**src/rtl/arb_pkg.sv**
```systemverilog
// Shared definitions for the round-robin bus arbiter: FSM state encoding
// and default sizing constants.
package arb_pkg;

  typedef enum logic [1:0] {
    S_IDLE          = 2'd0,
    S_WAIT_MEM_HIGH = 2'd1,
    S_WAIT_RQ_LOW   = 2'd2,
    S_WAIT_MEM_LOW  = 2'd3
  } arb_state_t;

  localparam int N_CORES_DEFAULT = 4;
  localparam int TIMEOUT_DEFAULT = 64;

endpackage

```
**src/rtl/bus_arbiter_rr_if.sv**
```systemverilog
// Shared memory bus as seen by the arbiter: per-core requests, memory Ready,
// and the arbiter's grant/status outputs.
interface bus_arbiter_rr_if #(
  parameter int N_CORES = 4,
  parameter int ID_W    = 2
);

  logic [N_CORES-1:0] Bus_RQ;
  logic               Bus_Mem_Ready;
  logic [N_CORES-1:0] Bus_GRANT;
  logic [ID_W-1:0]    Grant_Id;
  logic               Bus_Busy;
  logic               Timeout_Err;

  // Arbiter side
  modport master (
    input  Bus_RQ,
    input  Bus_Mem_Ready,
    output Bus_GRANT,
    output Grant_Id,
    output Bus_Busy,
    output Timeout_Err
  );

  // Requester / memory side
  modport slave (
    output Bus_RQ,
    output Bus_Mem_Ready,
    input  Bus_GRANT,
    input  Grant_Id,
    input  Bus_Busy,
    input  Timeout_Err
  );

endinterface

```
**src/rtl/rr_priority_pick.sv**
```systemverilog
// Round-robin pick: rotate the request vector so ptr sits at bit 0, take the
// lowest set bit, then map the offset back to a core index.
module rr_priority_pick #(
  parameter int N_CORES = 4,
  parameter int ID_W    = 2
) (
  input  logic [N_CORES-1:0] req,
  input  logic [ID_W-1:0]    ptr,
  output logic               valid,
  output logic [ID_W-1:0]    idx,
  output logic [N_CORES-1:0] onehot
);

  localparam logic [ID_W:0] N_EXT = (ID_W + 1)'(N_CORES);

  logic [N_CORES-1:0] rotated;
  logic [ID_W-1:0]    offset;

  // a + b modulo N_CORES; both operands are below N_CORES so one subtract suffices
  function automatic logic [ID_W-1:0] wrap_add(input logic [ID_W-1:0] a,
                                               input logic [ID_W-1:0] b);
    logic [ID_W:0] sum;
    sum = {1'b0, a} + {1'b0, b};
    if (sum >= N_EXT) begin
      sum = sum - N_EXT;
    end
    return sum[ID_W-1:0];
  endfunction

  // Rotate requests so the core at ptr lands on bit 0
  always_comb begin
    rotated = {N_CORES{1'b0}};
    for (int i = 0; i < N_CORES; i++) begin
      rotated[i] = req[wrap_add(ID_W'(i), ptr)];
    end
  end

  // Lowest set bit of the rotated vector; descending scan lets the lowest win
  always_comb begin
    valid  = 1'b0;
    offset = {ID_W{1'b0}};
    for (int i = N_CORES - 1; i >= 0; i--) begin
      if (rotated[i]) begin
        valid  = 1'b1;
        offset = ID_W'(i);
      end else begin
        valid  = valid;
        offset = offset;
      end
    end
  end

  // Map the winning offset back to an absolute index and one-hot vector
  always_comb begin
    idx    = wrap_add(offset, ptr);
    onehot = {N_CORES{1'b0}};
    if (valid) begin
      onehot[idx] = 1'b1;
    end else begin
      onehot = {N_CORES{1'b0}};
    end
  end

endmodule

```
**src/rtl/bus_arbiter_rr.sv**
```systemverilog
// Round-robin arbiter for one shared memory bus. Holds a registered one-hot
// grant across the Ready-high / RQ-low / Ready-low handshake, with a watchdog.
module bus_arbiter_rr
  import arb_pkg::*;
#(
  parameter int N_CORES = N_CORES_DEFAULT,
  parameter int ID_W    = 2,
  parameter int TIMEOUT = TIMEOUT_DEFAULT,
  parameter int CNT_W   = 7
) (
  input  logic             clk,
  input  logic             reset,
  bus_arbiter_rr_if.master bus
);

  localparam logic [ID_W-1:0]  LAST_ID  = ID_W'(N_CORES - 1);
  localparam logic [ID_W-1:0]  ID_ONE   = ID_W'(32'd1);
  localparam logic [CNT_W-1:0] WD_LIMIT = CNT_W'(TIMEOUT - 1);
  localparam logic [CNT_W-1:0] WD_ONE   = CNT_W'(32'd1);

  arb_state_t         state;
  logic [ID_W-1:0]    ptr;
  logic [CNT_W-1:0]   wdog;
  logic               pick_valid;
  logic [ID_W-1:0]    pick_idx;
  logic [N_CORES-1:0] pick_onehot;
  logic               grantee_rq;

  rr_priority_pick #(
    .N_CORES (N_CORES),
    .ID_W    (ID_W)
  ) u_pick (
    .req    (bus.Bus_RQ),
    .ptr    (ptr),
    .valid  (pick_valid),
    .idx    (pick_idx),
    .onehot (pick_onehot)
  );

  assign grantee_rq = bus.Bus_RQ[bus.Grant_Id];

  // Arbitration FSM, rr pointer, watchdog and all registered outputs
  always_ff @(posedge clk or posedge reset) begin
    if (reset) begin
      state           <= S_IDLE;
      ptr             <= {ID_W{1'b0}};
      wdog            <= {CNT_W{1'b0}};
      bus.Bus_GRANT   <= {N_CORES{1'b0}};
      bus.Grant_Id    <= {ID_W{1'b0}};
      bus.Bus_Busy    <= 1'b0;
      bus.Timeout_Err <= 1'b0;
    end else begin
      bus.Timeout_Err <= 1'b0;
      case (state)
        S_IDLE: begin
          // A high Ready here is stale from the previous owner: hold off
          if (pick_valid && !bus.Bus_Mem_Ready) begin
            bus.Bus_GRANT <= pick_onehot;
            bus.Grant_Id  <= pick_idx;
            ptr           <= (pick_idx == LAST_ID) ? {ID_W{1'b0}} : pick_idx + ID_ONE;
            wdog          <= {CNT_W{1'b0}};
            bus.Bus_Busy  <= 1'b1;
            state         <= S_WAIT_MEM_HIGH;
          end
        end
        S_WAIT_MEM_HIGH: begin
          if (bus.Bus_Mem_Ready) begin
            state <= S_WAIT_RQ_LOW;
          end else if (!grantee_rq) begin
            bus.Bus_GRANT <= {N_CORES{1'b0}};
            state         <= S_WAIT_MEM_LOW;
          end else if (wdog == WD_LIMIT) begin
            bus.Bus_GRANT   <= {N_CORES{1'b0}};
            bus.Timeout_Err <= 1'b1;
            state           <= S_WAIT_MEM_LOW;
          end else begin
            wdog <= wdog + WD_ONE;
          end
        end
        S_WAIT_RQ_LOW: begin
          if (!grantee_rq) begin
            bus.Bus_GRANT <= {N_CORES{1'b0}};
            state         <= S_WAIT_MEM_LOW;
          end
        end
        S_WAIT_MEM_LOW: begin
          if (!bus.Bus_Mem_Ready) begin
            bus.Bus_Busy <= 1'b0;
            state        <= S_IDLE;
          end
        end
        default: begin
          bus.Bus_GRANT <= {N_CORES{1'b0}};
          bus.Bus_Busy  <= 1'b0;
          state         <= S_IDLE;
        end
      endcase
    end
  end

endmodule
```
**src/flat_wrapper.sv**
```systemverilog
// flat-port wrapper written by rule: the top's interface ports become plain ports
module bus_arbiter_rr_flat import arb_pkg::*;
#(
  parameter int N_CORES = N_CORES_DEFAULT,
  parameter int ID_W    = 2,
  parameter int TIMEOUT = TIMEOUT_DEFAULT,
  parameter int CNT_W   = 7
)
  (clk, reset, bus_Bus_RQ, bus_Bus_Mem_Ready, bus_Bus_GRANT, bus_Grant_Id, bus_Bus_Busy, bus_Timeout_Err);
  bus_arbiter_rr_if #(.N_CORES(N_CORES), .ID_W(ID_W)) bus_i ();
  input  logic clk;
  input  logic reset;
  input wire logic [$bits(bus_i.Bus_RQ)-1:0] bus_Bus_RQ;
  input wire logic [$bits(bus_i.Bus_Mem_Ready)-1:0] bus_Bus_Mem_Ready;
  output wire logic [$bits(bus_i.Bus_GRANT)-1:0] bus_Bus_GRANT;
  output wire logic [$bits(bus_i.Grant_Id)-1:0] bus_Grant_Id;
  output wire logic [$bits(bus_i.Bus_Busy)-1:0] bus_Bus_Busy;
  output wire logic [$bits(bus_i.Timeout_Err)-1:0] bus_Timeout_Err;
  assign bus_i.Bus_RQ = bus_Bus_RQ;
  assign bus_i.Bus_Mem_Ready = bus_Bus_Mem_Ready;
  assign bus_Bus_GRANT = bus_i.Bus_GRANT;
  assign bus_Grant_Id = bus_i.Grant_Id;
  assign bus_Bus_Busy = bus_i.Bus_Busy;
  assign bus_Timeout_Err = bus_i.Timeout_Err;
  bus_arbiter_rr #(.N_CORES(N_CORES), .ID_W(ID_W), .TIMEOUT(TIMEOUT), .CNT_W(CNT_W)) u_core (.clk(clk), .reset(reset), .bus(bus_i));
endmodule
```
**config.mk**
```make
export PLATFORM = sky130hd
export DESIGN_NAME = bus_arbiter_rr_flat
export DESIGN_NICKNAME = d
export VERILOG_FILES = /design/src/rtl/arb_pkg.sv /design/src/rtl/bus_arbiter_rr_if.sv /design/src/rtl/rr_priority_pick.sv /design/src/rtl/bus_arbiter_rr.sv /design/src/flat_wrapper.sv
export SDC_FILE = /design/constraint.sdc
export NUM_CORES = 1
export LEC_CHECK = 0
export BUFFER_PORTS_ARGS = -buffer_cell sky130_fd_sc_hd__buf_2
export CAP_MARGIN = 30
export CORE_MARGIN = 2
export CORE_UTILIZATION = 52
export DETAILED_ROUTE_END_ITERATION = 10
export PLACE_DENSITY_LB_ADDON = 0.15
export SYNTH_ARGS = -nofsm -noshare
export SYNTH_HDL_FRONTEND = slang
export SYNTH_SLANG_ARGS = --single-unit
```
**constraint.sdc**
```tcl
create_clock -name clk -period 2.2 [get_ports clk]
set_input_delay 0.44 -clock clk [delete_from_list [all_inputs] [get_ports clk]]
set_output_delay 0.44 -clock clk [all_outputs]
set_load 0.005 [all_outputs]
```
* Word level (Yosys, flattened, before mapping)
Index checks and enable logic that the tools add are counted.
** Cells by class
- Add/sub/neg operators :: 11
- Eq/ne operators :: 13
- Reductions and logical operators :: 12
- Div/mod/pow operators :: 0
- $mul :: 0
- Muxes and demuxes :: 52
- Bitwise gates (word level) :: 0
- Magnitude comparators :: 12
- Shift operators :: 0
** Operator list (number)
- two-way mux 2 bit :: 16
- two-way mux 7 bit :: 4
- two-way mux 4 bit :: 6
- < comparator 2 x 3 -> 1 bit (second input constant) :: 6
- two-way mux 1 bit :: 16
- one-hot mux 7 bit (2 select lines) :: 1
- >= comparator 3 bit (second input constant) :: 4
- one-hot mux 4 bit (3 select lines) :: 1
- binary-select mux 1 bit (select 2 bit) :: 5
- AND reduction 5 bit :: 2
- subtractor 2 x 1 -> 2 bit (second input constant) :: 5
- != test 2 bit (second input constant) :: 4
- one-hot mux 2 bit (4 select lines) :: 1
- adder 7 x 1 -> 7 bit (second input constant) :: 1
- equality test 7 x 6 -> 1 bit (second input constant) :: 1
- adder 2 x 2 -> 3 bit (first input constant) :: 2
- equality test 2 bit (second input constant) :: 3
- != test 2 x 1 -> 1 bit (second input constant) :: 2
- != test 4 bit (second input constant) :: 1
- AND reduction 4 bit :: 1
- nonzero test 2 bit :: 2
- adder 1 x 2 -> 3 bit (first input constant) :: 1
- adder 2 x 2 -> 3 bit :: 1
- >= comparator 2 x 3 -> 1 bit (second input constant) :: 1
- 12 further kinds :: 13
** Word-level totals
- ROM bits :: 0
- Memories :: 0
- Output and inout bits :: 8
- Bits in latches :: 0
- Bits of input ports :: 7
- Register bits after elaboration :: 19
- Bits in writable memories :: 0
- Word-level logic and storage cells :: 107

* Depth between registers and ports, before layout
Gate-level depths: netlist of the first run.
- Depth in word-level cells :: 19
- Gate-level depth with buffers :: 10

* Hierarchy
From an unflattened synthesis of the first run, not the netlist that was laid out.
** Second synthesis, totals
- Cells, all modules :: 138
- Area, all modules :: 1381.3 µm²
** By module, submodules not included
- bus_arbiter_rr :: cells each 101, seq. area each 475.5 µm², area each 1091.0 µm², times used 1
- rr_priority_pick :: cells each 37, seq. area each 0.0 µm², area each 290.3 µm², times used 1

* Least setup slack after synthesis of the first run
No wires, ideal clock.
- Path type :: input to register
- Start :: in bus_Bus_RQ[0]
- End :: reg u_core.ptr[1]
- Data required time :: 2075 ps
- Setup slack :: -36 ps
- Stages :: 9
- Arrival time :: 2111 ps
- Cell sequence :: buf_4 -> nor2_1 -> a221oi_1 -> o21ai_0 -> ha_1 -> xnor2_1 -> xnor2_1 -> ha_1 -> mux2_2
** Between the ends
- Word-level cells in the longest chain between the ends :: 11
- Elaborated cells between the ends (all ways) :: 25
- Those cells by class :: 3 x add/sub; 1 x order compare; 1 x eq/ne; 18 x mux; 2 x reduce/logical
** RTL lines
- from (decl) :: line flat_wrapper.sv:13 : input wire logic [$bits(bus_i.Bus_RQ)-1:0] bus_Bus_RQ;
- binary-select mux 1 bit (select 2 bit) :: line rr_priority_pick.sv:34 : rotated[i] = req[wrap_add(ID_W'(i), ptr)];
- two-way mux 1 bit (not written as such) :: line rr_priority_pick.sv:34
- two-way mux 2 bit (4 in series) :: line rr_priority_pick.sv:43 : if (rotated[i]) begin
- adder 2 x 2 -> 3 bit :: line rr_priority_pick.sv:23 : sum = {1'b0, a} + {1'b0, b};
- >= comparator 3 bit / subtractor 2 x 1 -> 2 bit (equally long branches) :: line rr_priority_pick.sv:24, rr_priority_pick.sv:25
- two-way mux 2 bit :: line rr_priority_pick.sv:24 : if (sum >= N_EXT) begin
- adder 2 x 1 -> 2 bit / equality test 2 bit (equally long branches) :: line bus_arbiter_rr.sv:60 : ptr <= (pick_idx == LAST_ID) ? {ID_W{1'b0}} : pick_idx + ID_ONE;
- two-way mux 2 bit :: line bus_arbiter_rr.sv:60
- to (signal assigned) :: line bus_arbiter_rr.sv:46 : ptr <= {ID_W{1'b0}};
- to (signal assigned) :: line bus_arbiter_rr.sv:60
- to (decl) :: line bus_arbiter_rr.sv:22 : logic [ID_W-1:0] ptr;
Parallel ways exist; a longest one is shown, timed or not. The select of a mux whose other input is x is not followed.
A chain may end at the register's enable or synchronous reset.

* Worst setup path after layout of the first run
- Start :: reg u_core.ptr[0]
- End :: reg u_core.ptr[1]
** Between the ends
- Word-level cells in the longest chain between the ends :: 14
- Elaborated cells between the ends (all ways) :: 40
- Those cells by class :: 10 x add/sub; 5 x order compare; 1 x eq/ne; 22 x mux; 2 x reduce/logical
** RTL lines (line)
- adder 2 x 2 -> 3 bit :: rr_priority_pick.sv:23
- >= comparator 3 bit / subtractor 2 x 1 -> 2 bit (equally long branches) :: rr_priority_pick.sv:24, rr_priority_pick.sv:25
- two-way mux 2 bit :: rr_priority_pick.sv:24
- binary-select mux 1 bit (select 2 bit) :: rr_priority_pick.sv:34
- two-way mux 1 bit (not written as such) :: rr_priority_pick.sv:34
- two-way mux 2 bit (4 in series) :: rr_priority_pick.sv:43
- adder 2 x 2 -> 3 bit :: rr_priority_pick.sv:23
- >= comparator 3 bit / subtractor 2 x 1 -> 2 bit (equally long branches) :: rr_priority_pick.sv:24, rr_priority_pick.sv:25
- two-way mux 2 bit :: rr_priority_pick.sv:24
- adder 2 x 1 -> 2 bit / equality test 2 bit (equally long branches) :: bus_arbiter_rr.sv:60
- two-way mux 2 bit :: bus_arbiter_rr.sv:60
Parallel ways exist; a longest one is shown, timed or not. The select of a mux whose other input is x is not followed.

==> results of run 1 <==
## what timing repair did
item,4_1_cts,5_1_grt
setup buffers,1,1
resized for setup,1,4
pin swaps,0,1
endpoints found under the setup margin,1,3
## through the flow
stage               util [%]  hold slack [ps]
floorplan                  -            391.1
global placement       60.34            455.0
detailed placement     60.34            471.9
CTS                    61.78            265.0
global route           63.12            312.3
finish                 63.12            247.7
## Yosys cell counts, types with 3 or more instances
cell type and number:
nand2_1 22, dfrtp_1 19, o21ai_0 10, ha_1 9
inv_1 9, nor2_1 9, nand3_1 5, a21oi_1 4
o31ai_1 4, buf_4 3, mux2_2 3, o211ai_1 3
## metal layers
layer | vias up | global-route usage [%]
met5 | - | 0
met3 | 2 | 3.333
met2 | 27 | 36.75
met1 | 524 | 25.61
met4 | 0 | 7.083
li1 | 557 | -
## where the power goes
part	total (W)	switching, W	internal, W
combinational	0.00119	0.000625	0.000567
clock	0.000174	0.000104	0.0000705
sequential	0.000581	0.000117	0.000465
## final timing paths
path,start,end,slack (ps),cells after the start
hold reg to reg,u_core.bus.Bus_GRANT[0],u_core.bus.Bus_GRANT[0],490,2
min in group clk,u_core.bus.Bus_GRANT[0],u_core.bus.Bus_GRANT[0],490,2
setup / recovery,u_core.ptr[0],u_core.ptr[1],80,8
hold / removal,reset,u_core.bus.Bus_Busy,250,2
max in group asynchronous,reset,u_core.ptr[0],1450,2
setup reg to reg,u_core.ptr[0],u_core.ptr[1],80,8
## final cells by class
| type | count | share of cell area, % |
|---|---|---|
| clock buffers | 4 | 1.711 |
| inverters | 9 | 2.200 |
| multi-input cells | 107 | 52.16 |
| flip-flops and latches | 19 | 31.05 |
| well taps | 30 | 2.445 |
| repair buffers | 26 | 10.43 |
## kinds of logic (layout without fill, tap and decap cells)
kind of cell,count (synthesis),in the layout
flops,19,19
compound gates,36,36
fa+ha+maj,9,9
buf+inv,14,39
simple gates,53,53
mux,7,7
xor+xnor,2,2
## registers in the layout, indices dropped and copies added (netlist names)
name / cells
u_core.bus.Bus_Busy: 1
u_core.bus.Grant_Id: 2
u_core.wdog: 7
u_core.bus.Bus_GRANT: 4
u_core.state: 2
u_core.ptr: 2
u_core.bus.Timeout_Err: 1
==> out/qor.txt, run 1 <==
DETAILED ROUTING
---------------------------------------------------------------------------------
Met3 WL ............................................................       101 µm
Post-route DRC violation count .....................................            0
DR pass1 iterations ................................................            4
Count of nets left with antenna violations after detail routing ....            0
Highest Signal Layer ...............................................         met4
Number of vias in the routed layout ................................         1110
Routed wire per std cell ...........................................     13.87 µm
Metal1 wirelength ..................................................     1.195 mm
Aggregate routed wire length .......................................     2.705 mm
Wire length on met2 ................................................     1.393 mm
Vias per std cell ..................................................        5.692
Violation count after the first detailed-route iteration ...........           32

HOLD PATH
---------------------------------------------------------------------------------
Kind of path behind the tightest hold check ........................     in2async

SYNTHESIS
---------------------------------------------------------------------------------
Syn Area/Cell ......................................................    9.330 µm²
Synth Area in Adders ...............................................       8.621%
Post-synthesis simple-gate area fraction ...........................       20.79%
Synth top area cells ............................................... dfrtp_1 (36%), ha_1 (8.6%), nand2_1 (6.3%)
Synthesized instance count .........................................          140
Yosys warning count ................................................            0
Number of synthesized flops with an enable pin .....................            0
Cell taking the most area after synthesis ..........................      dfrtp_1
Synth unique cells .................................................           44
Complex-gate fraction of the synthesized area ......................       20.31%
Post-synth top flop ................................................      dfrtp_1
Main combinational cell family by area after synthesis ............. simple AND/OR/NAND/NOR gates
Portion of the post-synthesis area used by sequential elements .....       36.40%
Post-synthesis share of cell area spent on xor and xnor gates ......       1.341%
Multiplexer area fraction after synthesis ..........................       6.992%
Synthesized cell area .............................................. 0.001306 mm²
Post-synthesis sequential element count ............................           19
Async SR Flop Fraction .............................................       100.0%
Post-Synthesis Net Count ...........................................          156
Share of Yosys cell area claimed by the top area cell type .........       36.40%

CRITICAL PATH
---------------------------------------------------------------------------------
Crit path arrival time .............................................      2310 ps
Most common cell type on the critical path .........................      xnor2_2
Critical-path top delay cell .......................................      dfrtp_2
Worst setup SP type ................................................    flip-flop
Biggest fanout along the worst timing path .........................            5
Buf+Inv Stages, Crit Path ..........................................            0
CP delay by family, top ............................................  adder cells
Required time reported for the critical path endpoint ..............      2390 ps
Highest cell delay on the worst timing path ........................       450 ps
Ordered cell list for the critical path ............................ nor2b_1, a221oi_2, o21ai_2, ha_2, xnor2_2, xnor2_2, ha_1, mux2_2
Critical path capture point type ...................................    flip-flop
Critical path start-end classification .............................      reg2reg

PLACED DESIGN
---------------------------------------------------------------------------------
GPL Wtd Cong .......................................................       0.7809
Number of cells in the design after placement ......................          189
Port Buffers .......................................................           14
DP HPWL ............................................................     2.092 mm
Total cell area at the placement stage ............................. 0.001468 mm²
DP Worst Slack .....................................................    -33.15 ps

CLOCKING
---------------------------------------------------------------------------------
Number of CTS-inserted buffers .....................................            3
Clock root buffer ..................................................     clkbuf_4
Max Buffers Root-to-Sink ...........................................            2
Clock latency of the later-clocked register in the worst-skew pair .       290 ps
Reg clk slew, reported paths .......................................       110 ps
# clock sinks ......................................................           19
H-tree lvl count ...................................................            1
Total of hold buffers inserted after clock tree synthesis ..........            0
TritonCTS clock tree ...............................................          yes

STA
---------------------------------------------------------------------------------
Min Clock Period, post-route .......................................      2118 ps
Total count of max-transition violations in the final report .......            0
Clock Skew .........................................................     7.728 ps
Post-route clock period utilization ................................       96.28%
Setup repair after global routing missed its margin ................           no
Worst-Margin Slew ..................................................     731.0 ps
Total of endpoints with negative setup slack in the final report ...            0
Post-Route Setup TNS ...............................................         0 ps
Worst path setup slack after routing ...............................     81.95 ps
Achievable clock frequency .........................................   0.4721 GHz
Worst relative slew slack ..........................................       51.21%
Total count of hold-check failures in the final report .............            0

DIE
---------------------------------------------------------------------------------
Height of the chip .................................................     54.12 µm
Initial core utilization ...........................................       53.70%
DIE WIDTH ..........................................................     54.12 µm
Overall die area ................................................... 0.002929 mm²
Number of I/O pins .................................................           15
Number of cell rows ................................................           18
Core region area ................................................... 0.002432 mm²

PWR
---------------------------------------------------------------------------------
Overall Power ......................................................   0.001947 W
IR drop worst, VDD .................................................    0.8558 mV
Standby leakage power ..............................................    0.7064 nW
PD cells ...........................................................  1268 mW/mm²

GLOBAL ROUTING
---------------------------------------------------------------------------------
Remaining global-route overflow ....................................            0
Initial antenna violation count ....................................            0
Number of global-route vias before repair ..........................         1056
Wire length of the first global-routing pass .......................     4.450 mm
Overall routing resource usage .....................................       20.87%
Maximum number of pins on one net before global-route repair .......           20

FINAL LAYOUT
---------------------------------------------------------------------------------
Cell area after layout ............................................. 0.001535 mm²
Fill cell instance count of the final layout .......................          216
Share of post-route cells with drive strength above 1 ..............       28.48%
Antenna diodes .....................................................            0
Area occupied by registers .........................................    476.7 µm²
# nets final .......................................................          182
Multi-input logic area .............................................    800.8 µm²
Highest-count cells in the layout ignoring fill and taps ........... nand2_1 (22), dfrtp_1 (18), buf_2 (14)
Final std cells w/o fill ...........................................          195
Layout overhead on the synthesized area ............................       17.53%
Leading cell type in the layout, fill and taps excluded ............      nand2_1

OUTCOME
---------------------------------------------------------------------------------
Status ............................................................. finished clean

RUN
---------------------------------------------------------------------------------
Number of max-cap violations .......................................            0

Note: power is estimated with default switching activity, not from simulation.
==> run 2: changes to the inputs <==
--- a/config.mk
+++ b/config.mk
@@ -7,10 +7,12 @@
 export LEC_CHECK = 0
 export BUFFER_PORTS_ARGS = -buffer_cell sky130_fd_sc_hd__buf_2
 export CAP_MARGIN = 30
+export CORE_ASPECT_RATIO = 0.8
 export CORE_MARGIN = 2
 export CORE_UTILIZATION = 52
 export DETAILED_ROUTE_END_ITERATION = 10
 export PLACE_DENSITY_LB_ADDON = 0.15
+export REMOVE_ABC_BUFFERS = 1
 export SYNTH_ARGS = -nofsm -noshare
 export SYNTH_HDL_FRONTEND = slang
 export SYNTH_SLANG_ARGS = --single-unit
==> run 2 against run 1 <==
Net effect:
- clock power up 2%
- core utilization up 1.7 points
- sequential power up 3.8%
- global-route usage down 0.50 points
- highest routed layer unchanged
==> out/qor.txt, run 2 (synthesized netlist as in run 1, its figures left out) <==
OUTCOME
---------------------------------------------------------------------------------
Status ............................................................. finished clean

CRITICAL PATH
---------------------------------------------------------------------------------
Critical path start-end classification .............................      reg2reg
Worst setup SP type ................................................    flip-flop
Critical-path top delay cell .......................................      dfrtp_2
Crit path arrival time .............................................      2320 ps
Highest cell delay on the worst timing path ........................       470 ps
Critical path capture point type ...................................    flip-flop
Ordered cell list for the critical path ............................ buf_4, o311a_1, o21ai_1, ha_2, xnor2_2, xnor2_1, ha_1, mux2_2
Biggest fanout along the worst timing path .........................            5
Required time reported for the critical path endpoint ..............      2400 ps

DIE
---------------------------------------------------------------------------------
DIE WIDTH ..........................................................     60.04 µm
Height of the chip .................................................     48.83 µm
Number of cell rows ................................................           16
Initial core utilization ...........................................       53.93%
Number of I/O pins .................................................           15
Core region area ................................................... 0.002422 mm²
Overall die area ................................................... 0.002932 mm²

FINAL LAYOUT
---------------------------------------------------------------------------------
Cell area after layout ............................................. 0.001569 mm²
Registers with the most flip-flops ................................. u_core.wdog x7, u_core.bus.Bus_GRANT x4
Highest-count cells in the layout ignoring fill and taps ........... nand2_1 (22), dfrtp_1 (18), buf_4 (15)
Share of post-route cells with drive strength above 1 ..............       30.77%
# nets final .......................................................          186
Largest register by flop count .....................................  u_core.wdog
Fill cell instance count of the final layout .......................          204
Antenna diodes .....................................................            0
Number of flip-flops under the largest register name ...............            7
Leading cell type in the layout, fill and taps excluded ............      nand2_1
Layout overhead on the synthesized area ............................       20.11%

DETAILED ROUTING
---------------------------------------------------------------------------------
Number of vias in the routed layout ................................         1161
Post-route DRC violation count .....................................            0
Vias per std cell ..................................................        5.663
DR pass1 iterations ................................................            4
Routed wire per std cell ...........................................     13.78 µm
Aggregate routed wire length .......................................     2.825 mm
Violation count after the first detailed-route iteration ...........           58
Count of nets left with antenna violations after detail routing ....            0

CLOCKING
---------------------------------------------------------------------------------
Max Buffers Root-to-Sink ...........................................            2
Number of CTS-inserted buffers .....................................            3
# clock sinks ......................................................           19
Total of hold buffers inserted after clock tree synthesis ..........            0
H-tree lvl count ...................................................            1
Reg clk slew, reported paths .......................................       110 ps
Clock root buffer ..................................................     clkbuf_4
Clock latency of the later-clocked register in the worst-skew pair .       300 ps
TritonCTS clock tree ...............................................          yes

PWR
---------------------------------------------------------------------------------
Switching power total ..............................................  0.0008532 W
PD cells ...........................................................  1251 mW/mm²
Internal ...........................................................   0.001110 W
IR drop worst, VDD .................................................    0.7130 mV
Standby leakage power ..............................................    0.7257 nW
Switching portion of total power ...................................       43.46%
Proportion of power drawn by flip-flops and latches ................        30.7%
Comb power frac ....................................................        60.2%
Relative contribution of the clock network to total power ..........         9.1%
Overall Power ......................................................   0.001963 W

GLOBAL ROUTING
---------------------------------------------------------------------------------
Maximum number of pins on one net before global-route repair .......           20
Overall routing resource usage .....................................       20.37%
Number of global-route vias before repair ..........................          981
Remaining global-route overflow ....................................            0
Wire length of the first global-routing pass .......................     4.547 mm
Initial antenna violation count ....................................            0

STA
---------------------------------------------------------------------------------
Clock Skew .........................................................     6.248 ps
Worst slack on hold paths ..........................................     238.0 ps
Worst-Margin Slew ..................................................     708.4 ps
Setup repair after global routing missed its margin ................          yes
Post-route clock period utilization ................................       96.64%
Total count of max-transition violations in the final report .......            0
Total of endpoints with negative setup slack in the final report ...            0
Post-Route Setup TNS ...............................................         0 ps
Total count of hold-check failures in the final report .............            0
Achievable clock frequency .........................................   0.4704 GHz
Worst relative slew slack ..........................................       52.28%
Min Clock Period, post-route .......................................      2126 ps

PLACED DESIGN
---------------------------------------------------------------------------------
DP HPWL ............................................................     2.132 mm
Total cell area at the placement stage ............................. 0.001465 mm²
Port Buffers .......................................................           14
GPL Wtd Cong .......................................................       0.9233

RUN
---------------------------------------------------------------------------------
Number of max-cap violations .......................................            0

HOLD PATH
---------------------------------------------------------------------------------
Kind of path behind the tightest hold check ........................     in2async

run 2: worst paths after layout:
check                                   startpoint                 endpoint  slack (ps)  depth (start not counted)
setup / recovery                     u_core.ptr[0]            u_core.ptr[1]          70                          8
hold / removal                               reset  u_core.bus.Bus_GRANT[3]         240                          2
setup reg to reg                     u_core.ptr[0]            u_core.ptr[1]          70                          8
hold reg to reg            u_core.bus.Bus_GRANT[1]  u_core.bus.Bus_GRANT[1]         480                          2
max in group asynchronous                    reset            u_core.ptr[0]        1460                          2
min in group clk           u_core.bus.Bus_GRANT[1]  u_core.bus.Bus_GRANT[1]         480                          2
run 2: final cells by class:
cell class	count	area, µm²	area share, %
multi-input cells	107	792.0	50.48
well taps	36	45.04	2.871
clock buffers	3	22.52	1.435
repair buffers	30	193.9	12.36
clock inverters	1	5.005	0.3190
flip-flops and latches	19	476.7	30.38
inverters	9	33.78	2.153
run 2: per-layer routing:
metal / GRT usage (%) / vias to the layer above / wire length [µm]
li1: - / 568 / -
met1: 31.97 / 547 / 1429
met2: 28.80 / 42 / 1198
met3: 6.366 / 4 / 181
met4: 1.111 / 0 / 15
met5: 0 / - / 0
run 2: timing repair:
| action | 4_1_cts | 5_1_grt |
|---|---|---|
| setup buffers | 0 | 5 |
| endpoints found under the setup margin | 1 | 4 |
| gates resized for setup | 1 | 12 |
| pin swaps | 0 | 5 |
run 2: power by group through the flow:
stage | Sequential [W] | Combinational [W] | Clock, W
2_1_floorplan | 0.000578 | 0.000764 | 0
3_3_place_gp | 0.000600 | 0.00103 | 0
3_5_place_dp | 0.000604 | 0.00107 | 0
4_1_cts | 0.000601 | 0.00107 | 0.000184
5_1_grt | 0.000619 | 0.00133 | 0.000199
6_report | 0.000603 | 0.00118 | 0.000178
run 2: through the flow:
step	std cells	utilization, %	setup WS, ps
final	205	64.77	73.94
after floorplan	135	-	3.835
after CTS	200	61.67	9.076
after detailed placement	196	60.49	-39.90
after global routing	205	64.77	-57.86
after global placement	196	60.49	15.82
run 2: worst max-delay path: cells and delay by family, from the launching register on:
kind | cells | cell delay, ps
flip-flops | 1 | 470
adder cells (fa/ha/maj) | 2 | 470
AO/OA/AOI/OAI | 2 | 400
XOR/XNOR | 2 | 270
multiplexers | 1 | 260
buffers and inverters | 1 | 150
